## config.mk

```make
export PLATFORM = sky130hd
export DESIGN_NAME = apb_uart_init_seq
export DESIGN_NICKNAME = d
export VERILOG_FILES = /design/src/rtl/apb_uart_init_seq.sv
export SDC_FILE = /design/constraint.sdc
export NUM_CORES = 1
export LEC_CHECK = 0
export BUFFER_PORTS_ARGS = -buffer_cell sky130_fd_sc_hd__buf_2
export CAP_MARGIN = 20
export CORE_MARGIN = 5
export CORE_UTILIZATION = 55
export CTS_BUF_LIST = sky130_fd_sc_hd__clkbuf_8
export DETAILED_ROUTE_END_ITERATION = 10
export HOLD_SLACK_MARGIN = 0.06
export MAX_ROUTING_LAYER = met4
export PLACE_DENSITY = 0.95
export RECOVER_POWER = 100
export SYNTH_ARGS = -nofsm -noshare
export SYNTH_HDL_FRONTEND = slang
export SYNTH_SLANG_ARGS = --single-unit
```

## constraint.sdc

```tcl
create_clock -name apb_pclk -period 3.7 [get_ports apb_pclk]
set_clock_uncertainty 0.15 [all_clocks]
set_input_delay 0.555 -clock apb_pclk [delete_from_list [all_inputs] [get_ports apb_pclk]]
set_output_delay 0.555 -clock apb_pclk [all_outputs]
set_load 0.005 [all_outputs]
```

## src/rtl/apb_uart_init_seq.sv

```systemverilog
// APB master that initialises the UART register block and then turns
// single-byte transmit requests into LSR polls followed by a THR write.
module apb_uart_init_seq #(
    parameter logic [15:0] DIVISOR = 16'd27,
    parameter logic [7:0]  LCR_CFG = 8'h03,
    parameter logic [7:0]  FCR_CFG = 8'h07,
    parameter logic [7:0]  MCR_CFG = 8'h00,
    parameter logic [7:0]  IER_CFG = 8'h00,
    parameter logic [7:0]  TIMEOUT = 8'd255
) (
    input  logic        apb_pclk,
    input  logic        apb_presetn,
    input  logic        start,
    output logic        busy,
    output logic        done,
    output logic        err,
    output logic [1:0]  err_code,
    input  logic        tx_valid,
    input  logic [7:0]  tx_data,
    output logic        tx_ready,
    output logic [11:0] m_paddr,
    output logic        m_psel,
    output logic        m_penable,
    output logic        m_pwrite,
    output logic [31:0] m_pwdata,
    input  logic [31:0] m_prdata,
    input  logic        m_pready,
    input  logic        m_pslverr
);

    localparam logic [11:0] A_THR = 12'h000;
    localparam logic [11:0] A_DLL = 12'h000;
    localparam logic [11:0] A_IER = 12'h004;
    localparam logic [11:0] A_DLH = 12'h004;
    localparam logic [11:0] A_FCR = 12'h008;
    localparam logic [11:0] A_LCR = 12'h00C;
    localparam logic [11:0] A_MCR = 12'h010;
    localparam logic [11:0] A_LSR = 12'h014;
    localparam logic [11:0] A_SCR = 12'h01C;
    localparam logic [3:0]  LAST_STEP = 4'd8;
    localparam logic [7:0]  SCR_PAT   = 8'h5A;

    typedef enum logic [3:0] {
        S_IDLE, S_SETUP, S_ACCESS, S_READY, S_POLL_SETUP, S_POLL_ACCESS,
        S_THR_SETUP, S_THR_ACCESS, S_ERROR
    } state_t;

    state_t      state_q, state_d;
    logic [3:0]  step_q, step_d;
    logic [7:0]  tcnt_q, tcnt_d;
    logic [7:0]  txb_q, txb_d;
    logic        err_q, err_d;
    logic [1:0]  code_q, code_d;
    logic        done_q, done_d;
    logic        psel_q, psel_d;
    logic        pen_q, pen_d;
    logic        pwr_q, pwr_d;
    logic [11:0] paddr_q, paddr_d;
    logic [7:0]  pwdata_q, pwdata_d;
    logic        busy_q, busy_d;
    logic        txrdy_q, txrdy_d;

    logic [11:0] cmd_addr;
    logic        cmd_wr;
    logic [7:0]  cmd_data;
    logic        tmo_hit;
    logic        unused_prdata;

    // Only the low byte of read data carries UART register content.
    assign unused_prdata = ^{m_prdata[31:8], m_prdata[7:6], m_prdata[4:0]};

    // Last permitted ACCESS cycle: no further wait cycle may be entered.
    assign tmo_hit = ({1'b0, tcnt_q} + 9'd1) >= {1'b0, TIMEOUT};

    // Next state, step/timeout counters, byte latch and error status.
    always_comb begin
        state_d = state_q;
        step_d  = step_q;
        tcnt_d  = tcnt_q;
        txb_d   = txb_q;
        err_d   = err_q;
        code_d  = code_q;
        done_d  = done_q;
        case (state_q)
            S_IDLE, S_READY, S_ERROR: begin
                if (start) begin
                    state_d = S_SETUP;
                    step_d  = 4'd0;
                    err_d   = 1'b0;
                    code_d  = 2'd0;
                    done_d  = 1'b0;
                end else if (state_q == S_READY && tx_valid) begin
                    txb_d   = tx_data;
                    state_d = S_POLL_SETUP;
                end
            end
            S_SETUP: begin
                tcnt_d  = 8'd0;
                state_d = S_ACCESS;
            end
            S_POLL_SETUP: begin
                tcnt_d  = 8'd0;
                state_d = S_POLL_ACCESS;
            end
            S_THR_SETUP: begin
                tcnt_d  = 8'd0;
                state_d = S_THR_ACCESS;
            end
            S_ACCESS, S_POLL_ACCESS, S_THR_ACCESS: begin
                if (m_pready) begin
                    if (m_pslverr) begin
                        state_d = S_ERROR;
                        err_d   = 1'b1;
                        code_d  = 2'd1;
                    end else if (state_q == S_POLL_ACCESS) begin
                        state_d = m_prdata[5] ? S_THR_SETUP : S_POLL_SETUP;
                    end else if (state_q == S_THR_ACCESS) begin
                        state_d = S_READY;
                    end else if (step_q == LAST_STEP) begin
                        if (m_prdata[7:0] == SCR_PAT) begin
                            state_d = S_READY;
                        end else begin
                            state_d = S_ERROR;
                            err_d   = 1'b1;
                            code_d  = 2'd3;
                        end
                    end else begin
                        step_d  = step_q + 4'd1;
                        state_d = S_SETUP;
                    end
                end else if (tmo_hit) begin
                    state_d = S_ERROR;
                    err_d   = 1'b1;
                    code_d  = 2'd2;
                end else begin
                    tcnt_d = tcnt_q + 8'd1;
                end
            end
            default: state_d = S_IDLE;
        endcase
        if (state_d == S_ERROR) done_d = 1'b0;
        if (state_d == S_READY) done_d = 1'b1;
    end

    // Init step table: address, direction and data of each transfer.
    always_comb begin
        cmd_addr = A_LCR;
        cmd_wr   = 1'b1;
        cmd_data = 8'h00;
        case (step_d)
            4'd0: begin cmd_addr = A_LCR; cmd_data = 8'h80;            end
            4'd1: begin cmd_addr = A_DLL; cmd_data = DIVISOR[7:0];     end
            4'd2: begin cmd_addr = A_DLH; cmd_data = DIVISOR[15:8];    end
            4'd3: begin cmd_addr = A_LCR; cmd_data = LCR_CFG & 8'h7F;  end
            4'd4: begin cmd_addr = A_FCR; cmd_data = FCR_CFG;          end
            4'd5: begin cmd_addr = A_MCR; cmd_data = MCR_CFG;          end
            4'd6: begin cmd_addr = A_IER; cmd_data = IER_CFG;          end
            4'd7: begin cmd_addr = A_SCR; cmd_data = SCR_PAT;          end
            4'd8: begin cmd_addr = A_SCR; cmd_wr = 1'b0;               end
            default: begin cmd_addr = A_LCR; cmd_wr = 1'b0;            end
        endcase
    end

    // Registered bus and status outputs decoded from the next state; the
    // address/data are only reloaded on a SETUP so they hold through ACCESS.
    always_comb begin
        psel_d   = 1'b0;
        pen_d    = 1'b0;
        paddr_d  = paddr_q;
        pwr_d    = pwr_q;
        pwdata_d = pwdata_q;
        case (state_d)
            S_SETUP: begin
                psel_d   = 1'b1;
                paddr_d  = cmd_addr;
                pwr_d    = cmd_wr;
                pwdata_d = cmd_data;
            end
            S_POLL_SETUP: begin
                psel_d   = 1'b1;
                paddr_d  = A_LSR;
                pwr_d    = 1'b0;
                pwdata_d = 8'h00;
            end
            S_THR_SETUP: begin
                psel_d   = 1'b1;
                paddr_d  = A_THR;
                pwr_d    = 1'b1;
                pwdata_d = txb_d;
            end
            S_ACCESS, S_POLL_ACCESS, S_THR_ACCESS: begin
                psel_d = 1'b1;
                pen_d  = 1'b1;
            end
            default: ;
        endcase
        busy_d  = psel_d;
        txrdy_d = (state_d == S_READY);
    end

    // State and output registers with synchronous active-low reset.
    always_ff @(posedge apb_pclk) begin
        if (!apb_presetn) begin
            state_q  <= S_IDLE;
            step_q   <= 4'd0;
            tcnt_q   <= 8'd0;
            txb_q    <= 8'd0;
            err_q    <= 1'b0;
            code_q   <= 2'd0;
            done_q   <= 1'b0;
            psel_q   <= 1'b0;
            pen_q    <= 1'b0;
            pwr_q    <= 1'b0;
            paddr_q  <= 12'd0;
            pwdata_q <= 8'd0;
            busy_q   <= 1'b0;
            txrdy_q  <= 1'b0;
        end else begin
            state_q  <= state_d;
            step_q   <= step_d;
            tcnt_q   <= tcnt_d;
            txb_q    <= txb_d;
            err_q    <= err_d;
            code_q   <= code_d;
            done_q   <= done_d;
            psel_q   <= psel_d;
            pen_q    <= pen_d;
            pwr_q    <= pwr_d;
            paddr_q  <= paddr_d;
            pwdata_q <= pwdata_d;
            busy_q   <= busy_d;
            txrdy_q  <= txrdy_d;
        end
    end

    assign busy      = busy_q;
    assign done      = done_q;
    assign err       = err_q;
    assign err_code  = code_q;
    assign tx_ready  = txrdy_q;
    assign m_paddr   = paddr_q;
    assign m_psel    = psel_q;
    assign m_penable = pen_q;
    assign m_pwrite  = pwr_q;
    assign m_pwdata  = {24'h0, pwdata_q};

endmodule

```

; After elaboration in Yosys (flattened, before gate mapping)
; Index checks and enable logic that the tools add are counted.
[totals]
regBits = 52
out_inout_bits = 53
elab_cells = 123
[classes]
add_sub_neg = 3
order_cmp = 1
eq_ne = 34
muxes = 53
n_reduce_logical = 19
[op_table]
columns = op, count
row1 = $mux 4, 15
row2 = $eq 4x3->1 const B, 12
row3 = $mux 8, 5
row4 = $pmux 8 s5, 1
row5 = $pmux 12 s3, 1
row6 = $pmux 5 s5, 1
row7 = $eq 4x2->1 const B, 6
row8 = $pmux 8 s3, 1
row9 = $pmux 4 s5, 1
row10 = $mux 2, 9
row11 = $eq 4x4->1 const B, 4
row12 = $ne 4x4->1 const B, 4
row13 = $pmux 8 s2, 1
row14 = $mux 1, 14
row15 = $eq 4x1->1 const B, 3
row16 = $reduce_or 3->1, 4
row17 = $add 8x1->9 const B, 1
row18 = $ge 9x8->1 const B, 1
row19 = $reduce_bool 3->1, 3
row20 = $add 8x1->8 const B, 1
row21 = $eq 8x7->1 const B, 1
row22 = $logic_not 4->1, 2
row23 = $pmux 4 s2, 1
row24 = $reduce_or 8->1, 1
row25 = other kinds (13), 17

; Depth between registers and ports, before layout
; Gate-level depths: netlist (run 1).
[logic_depth]
ltp_word = 11
mapped_depth = 10
mapped_depth_nobuf = 9

; Least setup slack after synthesis (run 1)
; No wires, ideal clock.
[synth_path]
path_kind = input port to flip-flop
from = input port start
to = register pwdata_q[3]
arrival_time_ps = 2152
setup_slack_ps = 1306
path_stages = 7
path_cell_list = or4b_1 o211ai_2 o21ai_2 a22oi_4 nand2_2 o31a_1 o32ai_1
[synth_between]
elab_chain_len = 5
elab_cells_between_ends = 17
classes_between = eq/ne (7) / mux (8) / reduce/logical (2)
[synth_lines]
columns = item, line_no
row1 = from (decl), 13  ; input logic start,
row2 = $mux 4, 86  ; if (start) begin
row3 = $pmux 4 s2, 84  ; case (state_q)
row4 = "$eq 4x3->1, or another cell as far along", 150  ; case (step_d)
row5 = $pmux 8 s5, 150
row6 = $pmux 8 s3, 172  ; case (state_d)
row7 = to (signal assigned), 230  ; pwdata_q <= pwdata_d;
row8 = to (decl), 59  ; logic [7:0] pwdata_q, pwdata_d;
; Several ways; a longest one is shown, not always the timed one.
; A chain may end at the register's enable or synchronous reset.

; Worst setup path in the final report (run 1)
[layout_path]
from = register state_q[0]
to = register pwdata_q[4]
[layout_between]
elab_chain_len = 9
elab_cells_between_ends = 39
classes_between = eq/ne (15) / mux (18) / reduce/logical (6)
[layout_lines]
columns = item, line_no
row1 = from (decl), 48  ; state_t state_q, state_d;
row2 = from (signal assigned), 219  ; state_q <= state_d;
row3 = $eq 4x3->1, "84, 117"
row4 = $mux 4, 117  ; end else if (state_q == S_THR_ACCESS) begin
row5 = $mux 4, 115  ; end else if (state_q == S_POLL_ACCESS) begin
row6 = $mux 4, 111  ; if (m_pslverr) begin
row7 = $mux 4, 110  ; if (m_pready) begin
row8 = $pmux 4 s2, 84
row9 = "$eq 4x3->1, or another cell as far along", 150
row10 = $pmux 8 s5, 150
row11 = $pmux 8 s3, 172
; Several ways; a longest one is shown, not always the timed one.

==> flow_summary.json, run 1 <==
{
  "critical_path.max_stage_delay_ns": 0.64,
  "timing.final.crit_share_pct": 86.17,
  "finalPower_uw": 1188,
  "drc": 0,
  "synth-main-ff-cell": "dfxtp_1",
  "setup_tns_ns": 0,
  "setup_viol_count_final": 0,
  "cts_hold_buffers": 0,
  "area_delta_synth_final_pct": 6.810,
  "core_area_sq_um": 4723,
  "ant_nets": 0,
  "dr.pass1.iters": 5,
  "power_frac_seq_pct": 44.0,
  "finalWorstSetupSlack_ns": 0.5119,
  "multi_input_area_sq_um": 1573,
  "p_leak_uw": 0.001170,
  "slew_viol_final": 0,
  "crit_fanout": 17,
  "crit_start": "state_q[0]",
  "rows": 25,
  "grt_max_degree": 28,
  "cts_setup_buffers": 0,
  "die_area_sq_um": 6374,
  "start_util_pct": 56.79,
  "seqCellArea_sq_um": 860.8,
  "htreeDepth": 2,
  "routed_wl_um": 6310,
  "vias": 2420,
  "boundaryPins": 99,
  "syn_area_sq_um": 2683,
  "tightest_slew_ns": 0.8684,
  "async_flop_share_pct": 0,
  "status": "complete, no violations",
  "maxCapViolCount": 0,
  "avgRoutedWirePerCell_um": 14.71,
  "cts_tree": "built",
  "post-dp-hpwl_um": 4624,
  "track_usage_pct": 19.94,
  "clock_sinks": 43,
  "drive_gt1_share_pct": 12.71,
  "critPathArrivalTime_ns": 3.24,
  "finalNetCount": 411,
  "grt_pass1_vias": 2223,
  "cts-root-buf": "clkbuf_8",
  "ys_ff_latch": 43,
  "clock_latency_ns": 0.30,
  "grt_antenna_before_repair": 0,
  "yosys_warnings": 0,
  "ys_seq_area_share_pct": 32.09,
  "synth_edf_count": 0,
  "power.density_nw_per_um2": 414.6,
  "vdd_ir_drop_max_mv": 0.3095,
  "dpl_worst_slack_ns": 0.7315,
  "fin_crit_ns": 3.188,
  "intPower_uw": 848.1,
  "clk_pin_slew_worst_paths_ns": 0.09,
  "cp-end-kind": "flip-flop",
  "globalplace.congestion": 0.8999,
  "yosys.cell_types.count": 69,
  "path_cells": "or4b_4 > o211ai_1 > o21ai_2 > a22oi_1 > nand2_2 > o31a_1 > o32ai_1",
  "num_antenna_cells": 0,
  "die_w_um": 79.84,
  "rsz0062_at_grt": "no",
  "synthesis.instances": 328,
  "synth.avg_cell_area_sq_um": 8.179,
  "setup.worst_path.class": "reg -> reg",
  "clockPowerShare_pct": 36.7,
  "min_path_type": "reg -> reg",
  "maxClockFrequency_mhz": 313.7,
  "grt_pass1_wl_um": 9998,
  "drtIter0Drc": 269,
  "cp-start-kind": "flip-flop",
  "hold_viol": 0,
  "switching_share_pct": 28.60,
  "post_cts_resized": 0,
  "switchingPower_uw": 339.7,
  "cts_made_buffers": 5,
  "overflow": 0,
  "cp.required_ns": 3.75,
  "io_buffers": 41,
  "min_from": "err_code[0]",
  "max_slew_margin_pct": 41.71,
  "combPwrFrac_pct": 19.4,
  "r2r_start": "state_q[0]",
  "crit_slowest_cell": "or4b_4",
  "cts.path.max_buffers": 2,
  "vias_per_cell": 5.641,
  "fillers": 417,
  "chipHeight_um": 79.84
}
==> sequential cells by signal, summed over array words and instances (netlist names) <==
register	count
m_penable	1
done	1
txb_q	8
err_code	2
m_pwrite	1
pwdata_q	8
tcnt_q	8
err	1
m_paddr	3
step_q	4
state_q	4
tx_ready	1
busy	1
==> power by group through the flow <==
stage	combinational (uW)	clock (uW)	sequential [uW]
finish	230	435	522
detailed placement	233	0	531
floorplan	188	0	524
global placement	224	0	529
global route	252	459	526
CTS	236	442	521
==> kinds of logic (layout without fill, tap and decap cells) <==
kind of cell,count (synthesis),after routing,synth area share [%]
buffers and inverters,53,55,12.69
DFF,43,43,32.09
xor gates and xnor gates,4,4,1.306
muxes,9,9,3.358
other,1,33,0.1398
adders and majority gates,4,4,1.866
and+or+nand+nor,124,124,25.00
AOI/OAI and AO/OA,90,90,23.55
==> Yosys cell counts (2+ instances only) <==
cell type / count / area, sq um
o21ai_0: 19 / 95.09
buf_2: 5 / 25.02
nand3_1: 10 / 50.05
mux2i_1: 9 / 90.09
nand2b_1: 6 / 37.54
and2_1: 5 / 31.28
o32ai_1: 4 / 35.03
inv_1: 5 / 18.77
ha_1: 4 / 50.05
nor2_1: 35 / 131.4
nand2_1: 26 / 97.59
dfxtp_1: 43 / 860.8
o211ai_1: 6 / 45.04
a21oi_1: 14 / 70.07
o21a_1: 5 / 37.54
nor3b_1: 2 / 15.01
nand3b_1: 3 / 22.52
o21ai_2: 2 / 17.52
clkbuf_1: 6 / 22.52
o22ai_1: 5 / 31.28
nor4_1: 3 / 18.77
and3_1: 3 / 18.77
a21boi_0: 4 / 30.03
o31a_1: 2 / 17.52
buf_4: 36 / 270.3
nand4_1: 4 / 25.02
nor2b_1: 8 / 50.05
and3b_1: 3 / 26.28
xnor2_1: 3 / 26.28
a31oi_1: 9 / 56.30
==> critical path: cells and delay by family, from the launching register on <==
kind            cells  cell delay [ns]
flops               1             0.49
compound gates      5             1.67
simple gates        2             0.77
==> stage by stage <==
stage / util [%] / cells / instance area (sq um) / hold slack (ns)
6_report: 60.66 / 429 / 2865 / 0.3127
4_1_cts: 61.62 / 429 / 2910 / 0.3245
3_3_place_gp: 58.73 / 421 / 2774 / 0.2987
2_1_floorplan: - / 360 / 2803 / 0.3025
5_1_grt: 60.66 / 429 / 2865 / 0.3450
3_5_place_dp: 58.73 / 421 / 2774 / 0.3129
==> per-layer routing <==
layer  up-vias  global-route usage, %  routed length, um
met5         -                      -                  0
met2       107                  32.47               3105
met1      1124                  24.29               2611
li1       1177                      -                  -
met4         0                  6.926                 84
met3        12                  4.628                509
==> layout by cell type, fill, tap and decap left out, types with 6 or more instances in the layout <==
cell / synthesis / layout
nor2_1: 35 / 35
conb_1: 1 / 33
dfxtp_1: 43 / 43
nand2_1: 26 / 26
nor2b_1: 8 / 8
nand2b_1: 6 / 6
a31oi_1: 9 / 9
buf_2: 5 / 28
a21oi_1: 14 / 14
o21ai_0: 19 / 20
mux2i_1: 9 / 9
nand3_1: 10 / 10
o211ai_1: 6 / 7
clkbuf_1: 6 / 13
==> final timing paths <==
path	to	slack (ns)	cells after the start
worst max-delay path	pwdata_q[4]	0.51	7
worst min-delay path	err_code[0]	0.31	2
worst min register to register	err_code[0]	0.31	2
worst max register to register	pwdata_q[4]	0.51	7
==> final cells by class <==
type | instances | share of cell area, %
Multi-Input combinational cell | 264 | 54.89
Sequential cell | 43 | 30.04
Timing Repair Buffer | 41 | 6.594
Tap cell | 67 | 2.926
Clock buffer | 5 | 2.402
Clock inverter | 3 | 2.358
Inverter | 6 | 0.7860
No activity file was read; power rests on OpenSTA's default activity.
==> run 2, diff against run 1 <==
- ABC_AREA: not set -> 1
- GPL_TIMING_DRIVEN: not set -> 0
- SLEW_MARGIN: not set -> 40
==> run 2 against run 1 <==
  * Hold slack improved by 0.0041 ns
  * Die area up 1.3%
  * Synthesized cell count increased by 27%
  * Critical path type unchanged
  * Largest cell class unchanged
  * First-iteration DRC count fell by 32%
  * Combinational power up 61%
==> flow_summary.json, run 2 <==
{
  "timing.final.crit_share_pct": 78.59,
  "combPwrFrac_pct": 31.3,
  "clockPowerShare_pct": 23.9,
  "grt_max_degree": 13,
  "crit_fanout": 10,
  "cts_setup_buffers": 0,
  "critPathTopFamily": "simple AND/OR/NAND/NOR gates",
  "setup_viol_count_final": 0,
  "ys_seq_area_share_pct": 31.63,
  "vdd_ir_drop_max_mv": 0.2956,
  "finalPower_uw": 1185,
  "drc": 0,
  "min_path_type": "reg -> reg",
  "critical_path.max_stage_delay_ns": 0.82,
  "start_util_pct": 57.24,
  "cts-root-buf": "clkbuf_8",
  "vias": 2777,
  "cts_made_buffers": 5,
  "die_area_sq_um": 6455,
  "critPathArrivalTime_ns": 3.00,
  "overflow": 0,
  "setup_tns_ns": 0,
  "htreeDepth": 2,
  "status": "complete, no violations",
  "place_area_sq_um": 3131,
  "cp.required_ns": 3.79,
  "final_util_pct": 66.66,
  "max_slew_margin_pct": 31.05,
  "area_delta_synth_final_pct": 16.46,
  "cp-start-kind": "flip-flop",
  "intPower_uw": 778.3,
  "cts_tree": "built",
  "synth_common_cells": "nand2_1, nor2_1, dfxtp_1, inv_1, buf_4",
  "yosys.area.top_type_share_pct": 31.63,
  "drtIter0Drc": 183,
  "synthesis.instances": 418,
  "finalNetCount": 548,
  "yosys.cell_types.count": 32,
  "cp-end-kind": "flip-flop",
  "cts_hold_buffers": 0,
  "grt_pass1_vias": 2576,
  "post_cts_resized": 0,
  "final_common_cell": "nand2_1",
  "synth_most_common_cell": "nand2_1",
  "p_leak_uw": 0.001641,
  "final_cell_mix": "nand2_1, nor2_1, inv_1",
  "routed_wl_um": 6374,
  "synth_edf_count": 0,
  "grt_antenna_before_repair": 0,
  "vias_per_cell": 4.906,
  "core_area_sq_um": 4755,
  "rsz0062_at_grt": "no",
  "die_w_um": 80.34,
  "power_frac_seq_pct": 44.8,
  "switching_share_pct": 34.30,
  "rows": 25,
  "switchingPower_uw": 406.4,
  "tightest_slew_ns": 1.030,
  "globalplace.congestion": 0.8835,
  "slew_viol_final": 0,
  "async_flop_share_pct": 0,
  "path_cells": "nor2_1 > nand4_1 > nor2_1 > nor3_1 > nand2_1 > nand3_1 > clkbuf_1 > or2_0 > o21ai_1 > inv_1 > nor2_1",
  "maxCapViolCount": 0,
  "syn_area_sq_um": 2721,
  "setup.worst_path.class": "reg -> reg",
  "reg_top3": "pwdata_q: 8 flops, tcnt_q: 8 flops, txb_q: 8 flops",
  "stdcell_area_sq_um": 3169,
  "synth_area_leaders": "dfxtp_1, nand2_1, buf_4",
  "chipHeight_um": 80.34,
  "io_buffers": 41,
  "hold_viol": 0,
  "boundaryPins": 99,
  "post-dp-hpwl_um": 4967,
  "fin_crit_ns": 2.908,
  "track_usage_pct": 21.09,
  "drive_gt1_share_pct": 18.84,
  "clock_sinks": 43,
  "power.density_nw_per_um2": 373.8,
  "avgRoutedWirePerCell_um": 11.26,
  "ys_ff_latch": 43,
  "cts.path.max_buffers": 2,
  "synth_top_cell_by_area": "dfxtp_1",
  "clock_latency_ns": 0.30,
  "crit_slowest_cell": "nor2_1",
  "instances_no_fill": 566,
  "path_buf_inv": 2,
  "synth.avg_cell_area_sq_um": 6.510,
  "dp.cells": 558,
  "maxClockFrequency_mhz": 343.9,
  "grt_pass1_wl_um": 10830,
  "ant_nets": 0,
  "path_common_cell": "nor2_1",
  "clk_pin_slew_worst_paths_ns": 0.08,
  "num_antenna_cells": 0,
  "synth-main-ff-cell": "dfxtp_1",
  "dr.pass1.iters": 5,
  "yosys_warnings": 0
}
==> run 2: cell count changes after synthesis, moves of 12 or more <==
cell,change
nand3_1,+16
o21ai_0,-12
inv_2,+16
nand2_1,+59
inv_1,+34
nand4_1,+13
nor2_1,+35
==> run 2: layout make-up <==
cell class                      count  area [sq um]
Buffer                             44         299.0
Clock buffer                        5         68.82
Clock inverter                      3         12.51
Fill cell                         416          1585
Inverter                           56         210.2
Multi-Input combinational cell    307          1443
Sequential cell                    43         860.8
Tap cell                           67         83.83
Timing Repair Buffer               41         191.4
==> run 2: power by group through the flow <==
stage               clock network, uW  logic (uW)  registers (uW)
floorplan                           0         270             541
global placement                    0         365             539
detailed placement                  0         376             540
CTS                               285         379             530
global route                      306         426             537
finish                            283         371             530
==> run 2: tightest hold or removal path, stage by stage, from the launching register on <==
cell and delay, ns:
dfxtp_1 0.31, nand2_1 0.06, a21oi_1 0.06
==> run 2: kinds of logic (layout without fill, tap and decap cells) <==
| group | Yosys count | after routing | synth area share (%) |
|---|---|---|---|
| AOI/OAI and AO/OA | 38 | 38 | 7.632 |
| xor gates and xnor gates | 2 | 2 | 0.6438 |
| adders and majority gates | 4 | 4 | 1.839 |
| buffers and inverters | 100 | 149 | 18.80 |
| DFF | 43 | 43 | 31.63 |
| muxes | 8 | 8 | 2.943 |
| other | 1 | 33 | 0.1378 |
| and+or+nand+nor | 222 | 222 | 36.37 |
==> run 2: routing by layer <==
metal / part of all wire (%) / global-route usage, % / vias up / wire (um)
li1: - / - / 1417 / -
met4: 1.9 / 6.081 / 0 / 121
met3: 6.8 / 3.587 / 20 / 436
met2: 51 / 37.09 / 127 / 3225
met1: 41 / 24.66 / 1213 / 2590
met5: 0 / - / - / 0
==> run 2: stage by stage <==
stage / setup slack [ns] / hold slack [ns]
2_1_floorplan: 1.371 / 0.2991
3_3_place_gp: 1.049 / 0.2995
3_5_place_dp: 1.001 / 0.3077
4_1_cts: 0.9816 / 0.3202
5_1_grt: 0.4463 / 0.3445
6_report: 0.7922 / 0.3168
==> run 2: worst paths after layout <==
kind         depth (start not counted)  slack (ns)         from          end
max                                 11        0.79   state_q[2]  pwdata_q[7]
max reg2reg                         11        0.79   state_q[2]  pwdata_q[7]
min                                  2        0.32  err_code[0]  err_code[0]
min reg2reg                          2        0.32  err_code[0]  err_code[0]
==> run 3, diff against run 2 <==
- CORE_UTILIZATION: 55 -> 47
- PLACE_DENSITY: 0.95 -> 0.87
- clock period: 3.7 -> 2.5 ns (I/O delays scaled with it)
==> run 3 against run 2 <==
  * Sequential cell count is the same
  * Non-clock buffer count grew 10
  * Setup slack lost 0.74 ns
  * Largest power group unchanged
  * Highest routed layer unchanged
==> flow_summary.json, run 3 (synthesized netlist as in run 2, its figures left out) <==
{
  "drive_gt1_share_pct": 28.68,
  "grt_max_degree": 15,
  "critPathTopFamily": "simple AND/OR/NAND/NOR gates",
  "drc": 0,
  "avgRoutedWirePerCell_um": 11.45,
  "chipHeight_um": 86.09,
  "maxClockFrequency_mhz": 408.1,
  "cts.path.max_buffers": 2,
  "path_common_cell": "nand2_1",
  "vias": 2795,
  "p_leak_uw": 0.001747,
  "clock_sinks": 43,
  "rows": 27,
  "start_util_pct": 48.82,
  "critPathArrivalTime_ns": 2.53,
  "htreeDepth": 2,
  "post-dp-hpwl_um": 4867,
  "dr.pass1.iters": 5,
  "num_antenna_cells": 0,
  "area_delta_synth_final_pct": 27.36,
  "die_area_sq_um": 7411,
  "cts_tree": "built",
  "final_cell_mix": "nand2_1, nor2_1, buf_4",
  "slew_viol_final": 0,
  "crit_slowest_cell": "dfxtp_4",
  "setup_tns_ns": 0,
  "vdd_ir_drop_max_mv": 0.4751,
  "stdcell_area_sq_um": 3466,
  "instances_no_fill": 581,
  "min_path_type": "in -> reg",
  "crit_fanout": 5,
  "setup.worst_path.class": "reg -> reg",
  "status": "complete, no violations",
  "clk_pin_slew_worst_paths_ns": 0.09,
  "hold_viol": 0,
  "cts_made_buffers": 5,
  "cts-root-buf": "clkbuf_8",
  "path_buf_inv": 5,
  "die_w_um": 86.09,
  "reg_top3": "pwdata_q: 8 flops, tcnt_q: 8 flops, txb_q: 8 flops",
  "timing.final.crit_share_pct": 98.02,
  "globalplace.congestion": 0.8606,
  "final_common_cell": "nand2_1",
  "cp-start-kind": "flip-flop",
  "cp.required_ns": 2.58,
  "grt_pass1_wl_um": 10830,
  "grt_antenna_before_repair": 0,
  "place_area_sq_um": 3137,
  "path_cells": "ha_2 > nand2_2 > inv_1 > nand2_1 > nand2_1 > inv_2 > nand2_1 > nor2_1 > nand4_2 > nand4_1 > nand2_2 > inv_2 > nand3_4 > buf_6 > or2_0 > o21ai_1 > inv_1 > nor2_1",
  "io_buffers": 41,
  "critical_path.max_stage_delay_ns": 0.37,
  "clock_latency_ns": 0.29,
  "ant_nets": 0,
  "setup_viol_count_final": 0,
  "dp.cells": 563,
  "boundaryPins": 99,
  "fin_crit_ns": 2.450,
  "rsz0062_at_grt": "yes",
  "maxCapViolCount": 0,
  "grt_pass1_vias": 2616,
  "overflow": 0,
  "vias_per_cell": 4.811,
  "core_area_sq_um": 5574,
  "track_usage_pct": 17.98,
  "cp-end-kind": "flip-flop",
  "power.density_nw_per_um2": 597.4,
  "routed_wl_um": 6655,
  "drtIter0Drc": 173,
  "finalNetCount": 558
}
==> run 3: worst min-delay path, cell delays in order <==
cell	delay, ns
buf_2	0.07
mux2i_1	0.07
nor2_1	0.08
==> run 3: area by class of cell <==
| class | instances | area (sq um) |
|---|---|---|
| Sequential cell | 43 | 875.8 |
| Tap cell | 72 | 90.09 |
| Timing Repair Buffer | 51 | 264.0 |
| Inverter | 56 | 215.2 |
| Buffer | 44 | 316.6 |
| Clock inverter | 3 | 67.56 |
| Clock buffer | 5 | 68.82 |
| Multi-Input combinational cell | 307 | 1568 |
| Fill cell | 504 | 2108 |
==> run 3: where the power goes <==
| group | switching (uW) | total [uW] | internal (uW) |
|---|---|---|---|
| logic | 381 | 633 | 252 |
| clock network | 252 | 650 | 399 |
| registers | 39.1 | 787 | 748 |
==> run 3: stage by stage <==
stage | util, % | setup WS, ns | total power [uW] | hold WS [ns]
floorplan | - | 0.1714 | 1201 | 0.2991
global placement | 56.27 | -0.1914 | 1341 | 0.3035
detailed placement | 56.27 | -0.2433 | 1361 | 0.3102
CTS | 59.39 | 0.01089 | 2018 | 0.1802
global route | 62.18 | -0.1075 | 2201 | 0.2014
finish | 62.18 | 0.04961 | 2070 | 0.1810
==> run 3: worst paths after layout <==
kind	cells after the start	to	slack, ns	start
setup / recovery	18	pwdata_q[7]	0.05	tcnt_q[0]
hold / removal	3	txb_q[4]	0.18	tx_data[4]
setup reg to reg	18	pwdata_q[7]	0.05	tcnt_q[0]
hold reg to reg	2	err	0.32	err
==> run 3: repair_timing <==
action,CTS,global route
cloned,0,1
buffers inserted,2,7
hold endpoints to repair,0,0
setup endpoints to repair,13,20
pin swaps,1,11
resized for setup,8,37
hold buffers,0,0
==> run 3: layer usage <==
layer / track usage [%] / vias to the layer above / part of all wire (%)
met1: 19.88 / 1233 / 40
met4: 5.899 / 0 / 1.9
met3: 3.458 / 19 / 7.1
met5: - / - / 0
li1: - / 1438 / -
met2: 32.17 / 105 / 51
